--- src/rtl/regfile_port_arbiter.sv ---
// regfile_port_arbiter: round-robin sharing of the register file access port among NREQ requesters.
// Define REGFILE_ARB_CLEAR_EN to zero all 32 registers after every reset before the port opens.
module regfile_port_arbiter #(
  parameter int NREQ = 3
) (
  input  logic              clk,
  input  logic              reset,
  input  logic [NREQ-1:0]   req_valid,
  input  logic [NREQ-1:0]   req_we,
  input  logic [5*NREQ-1:0] req_addr,
  input  logic [32*NREQ-1:0] req_wdata,
  output logic [NREQ-1:0]   req_ready,
  output logic [NREQ-1:0]   rsp_valid,
  output logic [31:0]       rsp_rdata,
  output logic [4:0]        rf_read_addr,
  output logic [4:0]        rf_write_addr,
  output logic              rf_r_or_w,
  output logic [31:0]       rf_wdata,
  input  logic [31:0]       rf_rdata,
  output logic              init_done
);
  localparam int PW = (NREQ > 1) ? $clog2(NREQ) : 1;
  localparam logic [PW:0] NR = NREQ[PW:0];
  localparam logic [PW-1:0] LAST = PW'(NREQ - 1);
  logic [PW-1:0] rr_ptr, gidx, off, p1_id, p2_id;
  logic [PW:0] sum;
  logic [NREQ-1:0] rot;
  logic hit, hs, g_we, rd, wr, p1_v, p1_z, p2_v, p2_z;
  logic [4:0] g_addr;
  logic [31:0] g_wdata;
`ifdef REGFILE_ARB_CLEAR_EN
  typedef enum logic {CLEAR, RUN} state_t;
  state_t state;
  logic [4:0] cnt;
  logic clr_last;
`endif
  // rotate so bit 0 is rr_ptr; the lowest set bit of rot is the grant offset
  always_comb begin
    rot = NREQ'({req_valid, req_valid} >> rr_ptr);
    off = '0;
    for (int k = NREQ - 1; k >= 0; k--) if (rot[k]) off = PW'(k);
    sum = {1'b0, rr_ptr} + {1'b0, off};
    gidx = (sum >= NR) ? PW'(sum - NR) : PW'(sum);
  end
  assign hit = |req_valid;
  assign hs = init_done & hit;
  assign req_ready = hs ? (NREQ'(1) << gidx) : '0;
  assign g_we = req_we[gidx];
  assign g_addr = req_addr[5*gidx +: 5];
  assign g_wdata = req_wdata[32*gidx +: 32];
  assign rd = hs & ~g_we;
  assign wr = hs & g_we & (|g_addr);
  always_ff @(posedge clk or posedge reset) begin
    if (reset) begin
      rr_ptr <= '0;
      p1_v <= 1'b0;
      p1_z <= 1'b0;
      p1_id <= '0;
      p2_v <= 1'b0;
      p2_z <= 1'b0;
      p2_id <= '0;
      rsp_valid <= '0;
      rsp_rdata <= '0;
      rf_r_or_w <= 1'b1;
      rf_read_addr <= '0;
      rf_write_addr <= '0;
      rf_wdata <= '0;
      init_done <= 1'b0;
`ifdef REGFILE_ARB_CLEAR_EN
      state <= CLEAR;
      cnt <= '0;
      clr_last <= 1'b0;
`endif
    end else begin
      p2_v <= p1_v;
      p2_z <= p1_z;
      p2_id <= p1_id;
      rsp_valid <= p2_v ? (NREQ'(1) << p2_id) : '0;
      if (p2_v) rsp_rdata <= p2_z ? '0 : rf_rdata;
      p1_v <= rd;
      p1_z <= ~|g_addr;
      p1_id <= gidx;
      rf_r_or_w <= ~wr;
      rf_read_addr <= rd ? g_addr : '0;
      rf_write_addr <= wr ? g_addr : '0;
      rf_wdata <= wr ? g_wdata : '0;
      if (hs) rr_ptr <= (gidx == LAST) ? '0 : gidx + 1'b1;
`ifdef REGFILE_ARB_CLEAR_EN
      if (state == CLEAR) begin
        rf_r_or_w <= clr_last;
        rf_read_addr <= '0;
        rf_write_addr <= clr_last ? 5'd0 : cnt;
        rf_wdata <= '0;
        cnt <= cnt + 5'd1;
        clr_last <= clr_last | (&cnt);
        if (clr_last) begin
          state <= RUN;
          init_done <= 1'b1;
        end
      end
`else
      init_done <= 1'b1;
`endif
    end
  end
endmodule

--- config.mk ---
export PLATFORM = sky130hd
export DESIGN_NAME = regfile_port_arbiter
export DESIGN_NICKNAME = d
export VERILOG_FILES = /design/src/rtl/regfile_port_arbiter.sv
export SDC_FILE = /design/constraint.sdc
export NUM_CORES = 1
export LEC_CHECK = 0
export BUFFER_PORTS_ARGS = -buffer_cell sky130_fd_sc_hd__buf_2
export CAP_MARGIN = 20
export CORE_AREA = 2 2 105 107
export CTS_CLUSTER_DIAMETER = 40
export DETAILED_ROUTE_END_ITERATION = 8
export DIE_AREA = 0 0 107 109
export MAX_ROUTING_LAYER = met4
export PLACE_DENSITY = 0.75
export SYNTH_ARGS = -nofsm -noshare
export SYNTH_HDL_FRONTEND = slang
export SYNTH_SLANG_ARGS = --single-unit
--- constraint.sdc ---
create_clock -name clk -period 6.3 [get_ports clk]
set_input_delay 1.89 -clock clk [delete_from_list [all_inputs] [get_ports clk]]
set_output_delay 1.89 -clock clk [all_outputs]
set_load 0.005 [all_outputs]
==> reports/qor.csv, run 1 <==
metric,value,unit
maximum VDD drop,1.20,mV
CTS Buffer Depth,2,
htree depth,3,
CTS tree,done,
routed length per placed instance,14.5,um
yosys warns,0,
status,"finished, final reports clean",
Worst Path Required,4.41,ns
n_diodes,0,
CP Max Fanout,5,
Synth area leader,dfrtp_1,
Power Density,674,nW/um^2
multi-input logic area,1810,um^2
clock power share,0.092,
Via Count,3931,
Final period util,0.977,
number of global-route vias before repair,3804,
worst-margin pin slew,0.928,ns
Post-Layout Inst Area,5800,um^2
Slew headroom,0.381,
crit path kind,primary input to output port,
Initial Utilization,0.402,
hold_buf cts,0,
Hold Crit Start,p1_id[1],
first-pass detailed-route iteration total,4,
DRT iter0 DRCs,199,
fin. max-slew vios,0,
Mean Syn Cell Area,9.95,um^2
arrival time worst endpoint,4.27,ns
root buf cell,clkbuf_8,
area grow syn2layout,36.2,%
origin of the worst setup path,req_valid[0],
crit path launch type,primary input,
TritonCTS buffer count,9,
setup violators final,0,
DP Worst Slack,-0.0757,ns
Leak,3.09,nW
Comb power frac,0.688,
max_cap viols,0,
sequential-to-total area share from yosys stat,0.523,
Post-DRT Antenna Nets,0,
DRC errors left,0,
layout cells sized above 1,0.463,
Tightest Hold Check Type,register to register,
RSZ-0062 raised after global routing,no,
dominant synthesized flop cell,dfrtp_1,
Routability Congestion,0.820,
global-route wire length before repair,17800,um
synthesized netlist cell count,428,
Site Rows,38,
Mapped Area,4260,um^2
Die Y-Extent,109,um
Synth top area share,0.517,
Pint,0.00196,W
Reg area,2230,um^2
register share of total power,0.220,
CP endpoint kind,output port,
Detailed Route WL,11600,um
I/O pin count,233,
initial antenna violation count,0,
largest net degree at the start of global routing,63,
final critical-path required period,6.16,ns
hpwl dp,8810,um
DP Area,5560,um^2
Worst-Skew Late Latency,0.35,ns
final worst setup slack,0.142,ns
clk slew on worst S/H paths,0.09,ns
total track usage,0.203,
syn nets,582,
Die ar.,11700,um^2
port bufs,232,
Unique masters post-synth,42,
P_sw,0.00195,W
Synth async-reset ratio,1.00,
DIE WIDTH,107,um
"top cells by area, synth","dfrtp_1 (52%), mux2i_1 (8.0%), nor3_2 (6.8%)",
final hold violation count,0,
clock sinks,89,
gr ovfl total,0,
sw frac,0.499,
Post-synth EDFFs,0,
CORE AREA,10600,um^2
Setup Skew,0.0112,ns
vias per inst,4.90,
Fmax achieved,0.162,GHz
fin nets,813,
fill cell count,937,
Yosys reg bits,89,
RR Startpoint,rr_ptr[1],
-- path summary, 6_finish.rpt --
check                      slack (ns)      endpoint  cells past startpoint
min                              0.35      p2_id[1]                      0
min in group asynchronous        1.53  rf_wdata[28]                      2
min reg2reg                      0.35      p2_id[1]                      0
max in group asynchronous        3.63  rf_wdata[10]                      3
max reg2reg                      1.91   rf_wdata[1]                     17
max                              0.14  req_ready[1]                     13
-- routing by layer --
metal / wire length (um) / up-vias / global-route usage
met4: 204 / 0 / 0.0733
met5: 0 / - / -
met3: 913 / 17 / 0.0418
met1: 4840 / 1834 / 0.240
met2: 5670 / 189 / 0.346
li1: - / 1891 / -
-- cell usage in the layout (no fill, tap or decap), types with 2 or more instances in the layout --
cell type	count
a21o_1	2
a21oi_1	38
a31oi_1	2
and3_1	5
buf_2	232
buf_4	12
clkbuf_8	10
clkinv_2	2
dfrtp_1	88
inv_1	37
inv_6	2
mux2i_1	34
nand2_1	40
nand2b_1	6
nor2_1	40
nor2b_1	4
nor3_1	9
nor3_2	29
o21ai_0	33
o21ai_4	2
o22ai_1	3
o2bb2ai_2	2
-- worst max-delay path: stages --
cell and delay, ns:
buf_2 0.12, inv_1 0.07, or3_1 0.37, o21ai_0 0.08
a21oi_1 0.08, o32a_1 0.19, fa_1 0.51, inv_1 0.07
ha_4 0.18, nand4b_1 0.27, o31ai_2 0.14, and2_1 0.18
buf_2 0.11
-- what timing repair did --
item | in CTS | in global routing
pin swaps | 0 | 2
endpoints found under the setup margin | 1 | 3
setup buffers | 0 | 1
resized for setup | 3 | 5
-- cell usage after synthesis (2+ instances only) --
library cell   n
a21oi_1       38
o21ai_2        2
and3_1         5
inv_1         38
nor2b_1        5
nor2_1        40
nor3_2        29
buf_6          5
nand2_1       41
clkbuf_1      13
nand2b_1       6
o2bb2ai_2      2
o22ai_1        3
o31ai_1        2
buf_2          7
ha_1           2
mux2i_1       34
a21o_1         2
nor3b_1        2
o21ai_0       33
nor3_1        10
dfrtp_1       88
a31oi_1        2
-- kinds of logic after synthesis --
logic type                 count (synthesis)  synth area share
other                                      1          0.000880
adders and majority gates                  3            0.0106
AOI/OAI and AO/OA                         89             0.120
DFF                                       89             0.523
muxes                                     34            0.0799
and+or+nand+nor                          148             0.199
buffers and inverters                     64            0.0673
-- metrics by stage --
step	TNS (ns)	total power, W	utilization	cells	hold WS (ns)
2_1_floorplan	0	0.00282	-	428	0.331
3_3_place_gp	0	0.00337	0.524	786	0.332
3_5_place_dp	-0.0757	0.00346	0.524	786	0.335
4_1_cts	0	0.00386	0.543	801	0.357
5_1_grt	0	0.00423	0.547	803	0.352
6_report	0	0.00391	0.547	803	0.346
-- layout make-up --
type / count / area share
Tap cell: 140 / 0.0302
Clock inverter: 5 / 0.00668
Multi-Input combinational cell: 275 / 0.312
Clock buffer: 10 / 0.0237
Inverter: 39 / 0.0254
Sequential cell: 89 / 0.384
Timing Repair Buffer: 245 / 0.218
-- flip-flops by register name, indices dropped and copies added, names as in the netlist --
register,count
p1_z,1
p1_id,2
rf_read_addr,5
rr_ptr,2
rf_write_addr,5
p2_v,1
rsp_valid,3
p2_z,1
rsp_rdata,32
p1_v,1
rf_r_or_w,1
p2_id,2
rf_wdata,32
init_done,1
-- power groups by stage --
stage	combinational (W)	clock, W	sequential, W
after CTS	0.00263	0.000368	0.000863
after global routing	0.00296	0.000394	0.000881
final	0.00269	0.000358	0.000861
after detailed placement	0.00259	0	0.000875
after global placement	0.00250	0	0.000864
after floorplan	0.00196	0	0.000860
No activity file was read; power rests on OpenSTA's default activity.
==> inputs of run 2 (changes only) <==
--- a/config.mk
+++ b/config.mk
@@ -5,7 +5,7 @@
 export SDC_FILE = /design/constraint.sdc
 export NUM_CORES = 1
 export LEC_CHECK = 0
-export BUFFER_PORTS_ARGS = -buffer_cell sky130_fd_sc_hd__buf_2
+export BUFFER_PORTS_ARGS = -buffer_cell sky130_fd_sc_hd__clkbuf_2
 export CAP_MARGIN = 20
 export CORE_AREA = 2 2 105 107
 export CTS_CLUSTER_DIAMETER = 40
==> reports/qor.csv, run 2 (synthesis gave the netlist of run 1 again) <==
metric,value,unit
status,"finished, final reports clean",
worst reg2reg setup slack,2.02,ns
destination of the worst hold path,p2_id[1],
Worst Hold Depth,0,
final instance count without filler cells,804,
Slew headroom,0.391,
slowest CP cell,fa_1,
Leak,3.10,nW
multi-input logic area,1800,um^2
Power Density,671,nW/um^2
gr ovfl total,0,
arrival time worst endpoint,4.31,ns
hold_buf cts,0,
Reg area,2230,um^2
RR Startpoint,rr_ptr[1],
Routability Congestion,0.840,
CP top delay family,adder cells,
TritonCTS buffer count,9,
Detailed Route WL,11300,um
port bufs,232,
Hold Crit Start,p1_id[1],
CTS tree,done,
worst r2r dst,rf_wdata[0],
Worst Path Required,4.41,ns
CP bufs+invs,4,
total track usage,0.202,
root buf cell,clkbuf_8,
hpwl dp,8670,um
Tightest Hold Check Type,register to register,
area grow syn2layout,36.7,%
Fmax achieved,0.161,GHz
routed length per placed instance,14.0,um
CP Max Fanout,3,
Setup Skew,0.0111,ns
htree depth,3,
maximum VDD drop,1.07,mV
vias per inst,4.85,
worst-margin pin slew,0.913,ns
Via Count,3897,
first-pass detailed-route iteration total,4,
Final period util,0.984,
CORE AREA,10600,um^2
fin. max-slew vios,0,
layout cells sized above 1,0.462,
final hold violation count,0,
DP Area,5570,um^2
number of global-route vias before repair,3711,
n_diodes,0,
Worst R2R Path Depth,17,
global-route wire length before repair,17700,um
crit path kind,primary input to output port,
Largest regs,"rf_wdata (32), rsp_rdata (32)",
Die ar.,11700,um^2
largest net degree at the start of global routing,63,
Initial Utilization,0.402,
fin nets,813,
DRT iter0 DRCs,159,
initial antenna violation count,0,
DRC errors left,0,
dpl cells,787,
clock sinks,89,
worst hold slack,0.368,ns
Worst-Skew Late Latency,0.35,ns
crit path launch type,primary input,
most frequent cells in the layout,"clkbuf_2 (232), dfrtp_1 (88), nand2_1 (40), nor2_1 (40), a21oi_1 (38)",
DIE WIDTH,107,um
clk slew on worst S/H paths,0.10,ns
"most common cell after layout, fill and taps aside",clkbuf_2,
Post-Layout Inst Area,5820,um^2
max_cap viols,0,
Setup Buffers After CTS,0,
Post-DRT Antenna Nets,0,
final critical-path required period,6.20,ns
setup violators final,0,
CP endpoint kind,output port,
origin of the worst setup path,req_valid[0],
fill cell count,957,
Die Y-Extent,109,um
I/O pin count,233,
crit path cell chain,clkbuf_2 > inv_1 > or3_1 > o21ai_0 > a21oi_1 > o32a_1 > fa_1 > inv_1 > ha_2 > o31ai_1 > and2_1 > clkbuf_2,
CTS Buffer Depth,2,
Crit path largest cell delay,0.54,ns
Site Rows,38,
[run 2: through the flow]
stage	power, W	setup slack, ns	setup TNS, ns	utilization
global route	0.00428	-0.0370	-0.0479	0.549
CTS	0.00389	0.00849	0	0.545
finish	0.00391	0.102	0	0.549
detailed placement	0.00347	-0.0277	-0.0277	0.525
global placement	0.00337	0.0665	0	0.525
floorplan	0.00282	0.101	0	-
[run 2: timing repair]
item,CTS,global route
pin swaps,0,1
endpoints found under the setup margin,1,3
gates resized for setup,1,5
[run 2: area by class of cell]
type	instances	area share
clock buffer	9	0.0213
sequential	89	0.383
inverter	39	0.0253
timing repair buffer	245	0.217
clock inverter	7	0.0146
multi-input combinational	275	0.309
tap	140	0.0301
[run 2: worst max-delay path by stage]
| stage | endpoint | slack [ns] | cells after the start |
|---|---|---|---|
| 4_1_cts | req_ready[0] | 0.008 | 14 |
| 3_5_place_dp | req_ready[0] | -0.03 | 14 |
| 2_1_floorplan | req_ready[0] | 0.10 | 13 |
| 3_3_place_gp | req_ready[0] | 0.07 | 14 |
| 5_1_grt | req_ready[2] | -0.04 | 13 |
| 6_report | req_ready[1] | 0.10 | 12 |
[run 2: where the power goes]
part           internal, W  switching, W  leakage (nW)
logic              0.00101       0.00162          1.83
registers         0.000762      0.000102          1.16
clock network     0.000192      0.000215         0.100
[run 2: worst reg2reg max path, delay by kind of cell, from the launching register on]
kind	cells	cell delay, ns
mux	1	0.30
simple gates	4	0.78
flops	1	0.45
fa+ha+maj	3	0.88
compound gates	4	0.59
buf+inv	5	1.16
[run 2: metal layers]
metal	track usage	share of wire
met2	0.335	0.48
met1	0.247	0.42
met4	0.0742	0.017
met5	-	0
met3	0.0389	0.078
==> inputs of run 3 (changes only) <==
--- a/config.mk
+++ b/config.mk
@@ -7,12 +7,12 @@
 export LEC_CHECK = 0
 export BUFFER_PORTS_ARGS = -buffer_cell sky130_fd_sc_hd__clkbuf_2
 export CAP_MARGIN = 20
-export CORE_AREA = 2 2 105 107
+export CORE_AREA = 2 2 107 109
 export CTS_CLUSTER_DIAMETER = 40
 export DETAILED_ROUTE_END_ITERATION = 8
-export DIE_AREA = 0 0 107 109
+export DIE_AREA = 0 0 109 111
 export MAX_ROUTING_LAYER = met4
-export PLACE_DENSITY = 0.75
+export PLACE_DENSITY = 0.7
 export SYNTH_ARGS = -nofsm -noshare
 export SYNTH_HDL_FRONTEND = slang
 export SYNTH_SLANG_ARGS = --single-unit
==> constraint.sdc (replaced) <==
create_clock -name clk -period 5.9 [get_ports clk]
set_input_delay 1.77 -clock clk [delete_from_list [all_inputs] [get_ports clk]]
set_output_delay 1.77 -clock clk [all_outputs]
set_load 0.005 [all_outputs]
==> reports/qor.csv, run 3 (synthesis gave the netlist of run 1 again) <==
metric,value,unit
CTS tree,done,
Leak,3.21,nW
Hold Crit Start,p1_v,
TritonCTS buffer count,9,
"most common cell after layout, fill and taps aside",clkbuf_2,
vias per inst,4.83,
global-route wire length before repair,17900,um
hold_buf cts,0,
Setup Skew,0.00832,ns
hpwl dp,8720,um
CP endpoint kind,output port,
M1 GR Usage,0.239,
max_cap viols,0,
DP Worst Slack,-0.0607,ns
clock sinks,89,
Via Count,3924,
CP Max Fanout,6,
root buf cell,clkbuf_16,
n_diodes,0,
final worst setup slack,0.0768,ns
final critical-path required period,5.82,ns
DRC errors left,0,
htree depth,3,
origin of the worst setup path,req_valid[2],
crit path kind,primary input to output port,
clk slew on worst S/H paths,0.06,ns
I/O pin count,233,
Final Util,0.549,
port bufs,232,
number of global-route vias before repair,3859,
worst-margin pin slew,0.950,ns
Initial Utilization,0.385,
Worst-Skew Late Latency,0.34,ns
CORE AREA,11100,um^2
Die Y-Extent,111,um
status,"finished, final reports clean",
total track usage,0.194,
Fmax achieved,0.172,GHz
Top Usage Layer GRT,met2,
Final period util,0.987,
initial antenna violation count,0,
DRT iter0 DRCs,230,
routed length per placed instance,14.2,um
area grow syn2layout,42.6,%
arrival time worst endpoint,4.05,ns
maximum VDD drop,1.73,mV
setup violators final,0,
fin nets,820,
Post-DRT Antenna Nets,0,
Routability Congestion,0.853,
final hold violation count,0,
Detailed Route WL,11600,um
RR Startpoint,rr_ptr[1],
Site Rows,39,
Largest regs,"rf_wdata (32), rsp_rdata (32)",
Die ar.,12100,um^2
gr ovfl total,0,
DIE WIDTH,109,um
met3 GRT Util,0.0382,
CTS Buffer Depth,2,
fin. max-slew vios,0,
Power Density,745,nW/um^2
crit path launch type,primary input,
grt met2 use,0.312,
largest net degree at the start of global routing,56,
Tightest Hold Check Type,register to register,
most frequent cells in the layout,"clkbuf_2 (230), dfrtp_1 (88), nand2_1 (39), nor2_1 (39), a21oi_1 (37)",
first-pass detailed-route iteration total,4,
layout cells sized above 1,0.484,
Worst Path Required,4.13,ns
Slew headroom,0.367,
==> run 3: cell types whose count changed in the layout (fill, tap and decap cells not counted), moves of 2 or more <==
cell        before  now
clkbuf_2       232  230
nor2_2           0    2
buf_4           12   17
clkbuf_8         9    1
clkinvlp_4       2    0
clkbuf_16        0    9
inv_8            2    0
inv_2            1    3
inv_1           37   35
==> run 3: what timing repair did <==
item                                    4_1_cts  5_1_grt
endpoints found under the setup margin        3        3
gates resized for setup                       1       22
pin swaps                                     1        9
buffers inserted                              0        2
==> run 3: final timing paths <==
kind,endpoint,cells past startpoint,slack [ns]
max,req_ready[2],13,0.08
min,p2_v,0,0.35
max reg2reg,rf_wdata[27],18,1.46
min reg2reg,p2_v,0,0.35
max in group asynchronous,rsp_rdata[17],3,4.02
min in group asynchronous,rf_wdata[27],2,1.27
==> run 3: cell type report <==
| class | count | area (um^2) |
|---|---|---|
| flip-flops and latches | 89 | 2230 |
| fillers | 979 | 5000 |
| well taps | 143 | 179 |
| repair buffers | 252 | 1360 |
| clock buffers | 10 | 239 |
| inverters | 39 | 148 |
| multi-input cells | 275 | 1840 |
| clock inverters | 4 | 77.6 |
==> run 3: critical path, cell delays in order <==
cell,delay [ns]
buf_8,0.10
or3_1,0.36
o21ai_1,0.08
a21oi_1,0.08
o32a_1,0.20
fa_2,0.55
inv_2,0.05
ha_4,0.18
nand4b_1,0.22
buf_4,0.18
o21ai_4,0.07
nor3_2,0.06
buf_2,0.15
==> run 3: through the flow <==
| step | hold WS (ns) | instances | total power [W] | instance area, um^2 | TNS (ns) |
|---|---|---|---|---|---|
| floorplan | 0.331 | 428 | 0.00302 | 4270 | 0 |
| global placement | 0.332 | 794 | 0.00370 | 5610 | 0 |
| detailed placement | 0.335 | 794 | 0.00379 | 5610 | -0.0914 |
| CTS | 0.349 | 808 | 0.00442 | 5940 | -0.107 |
| global route | 0.363 | 812 | 0.00487 | 6080 | -0.0354 |
| finish | 0.351 | 812 | 0.00453 | 6080 | 0 |
==> run 3: power by group <==
group	leakage (nW)	total (W)	switching, W	internal, W
Clock	0.155	0.000609	0.000229	0.000380
Combinational	1.89	0.00299	0.00179	0.00120
Sequential	1.16	0.000928	0.000113	0.000815
Total	3.21	0.00453	0.00213	0.00240
==> run 3: layer usage <==
metal  wire length, um  up-vias
met5                 0        -
met4               191        0
met3               941       16
met2              5600      184
met1              4830     1817
li1                  -     1907
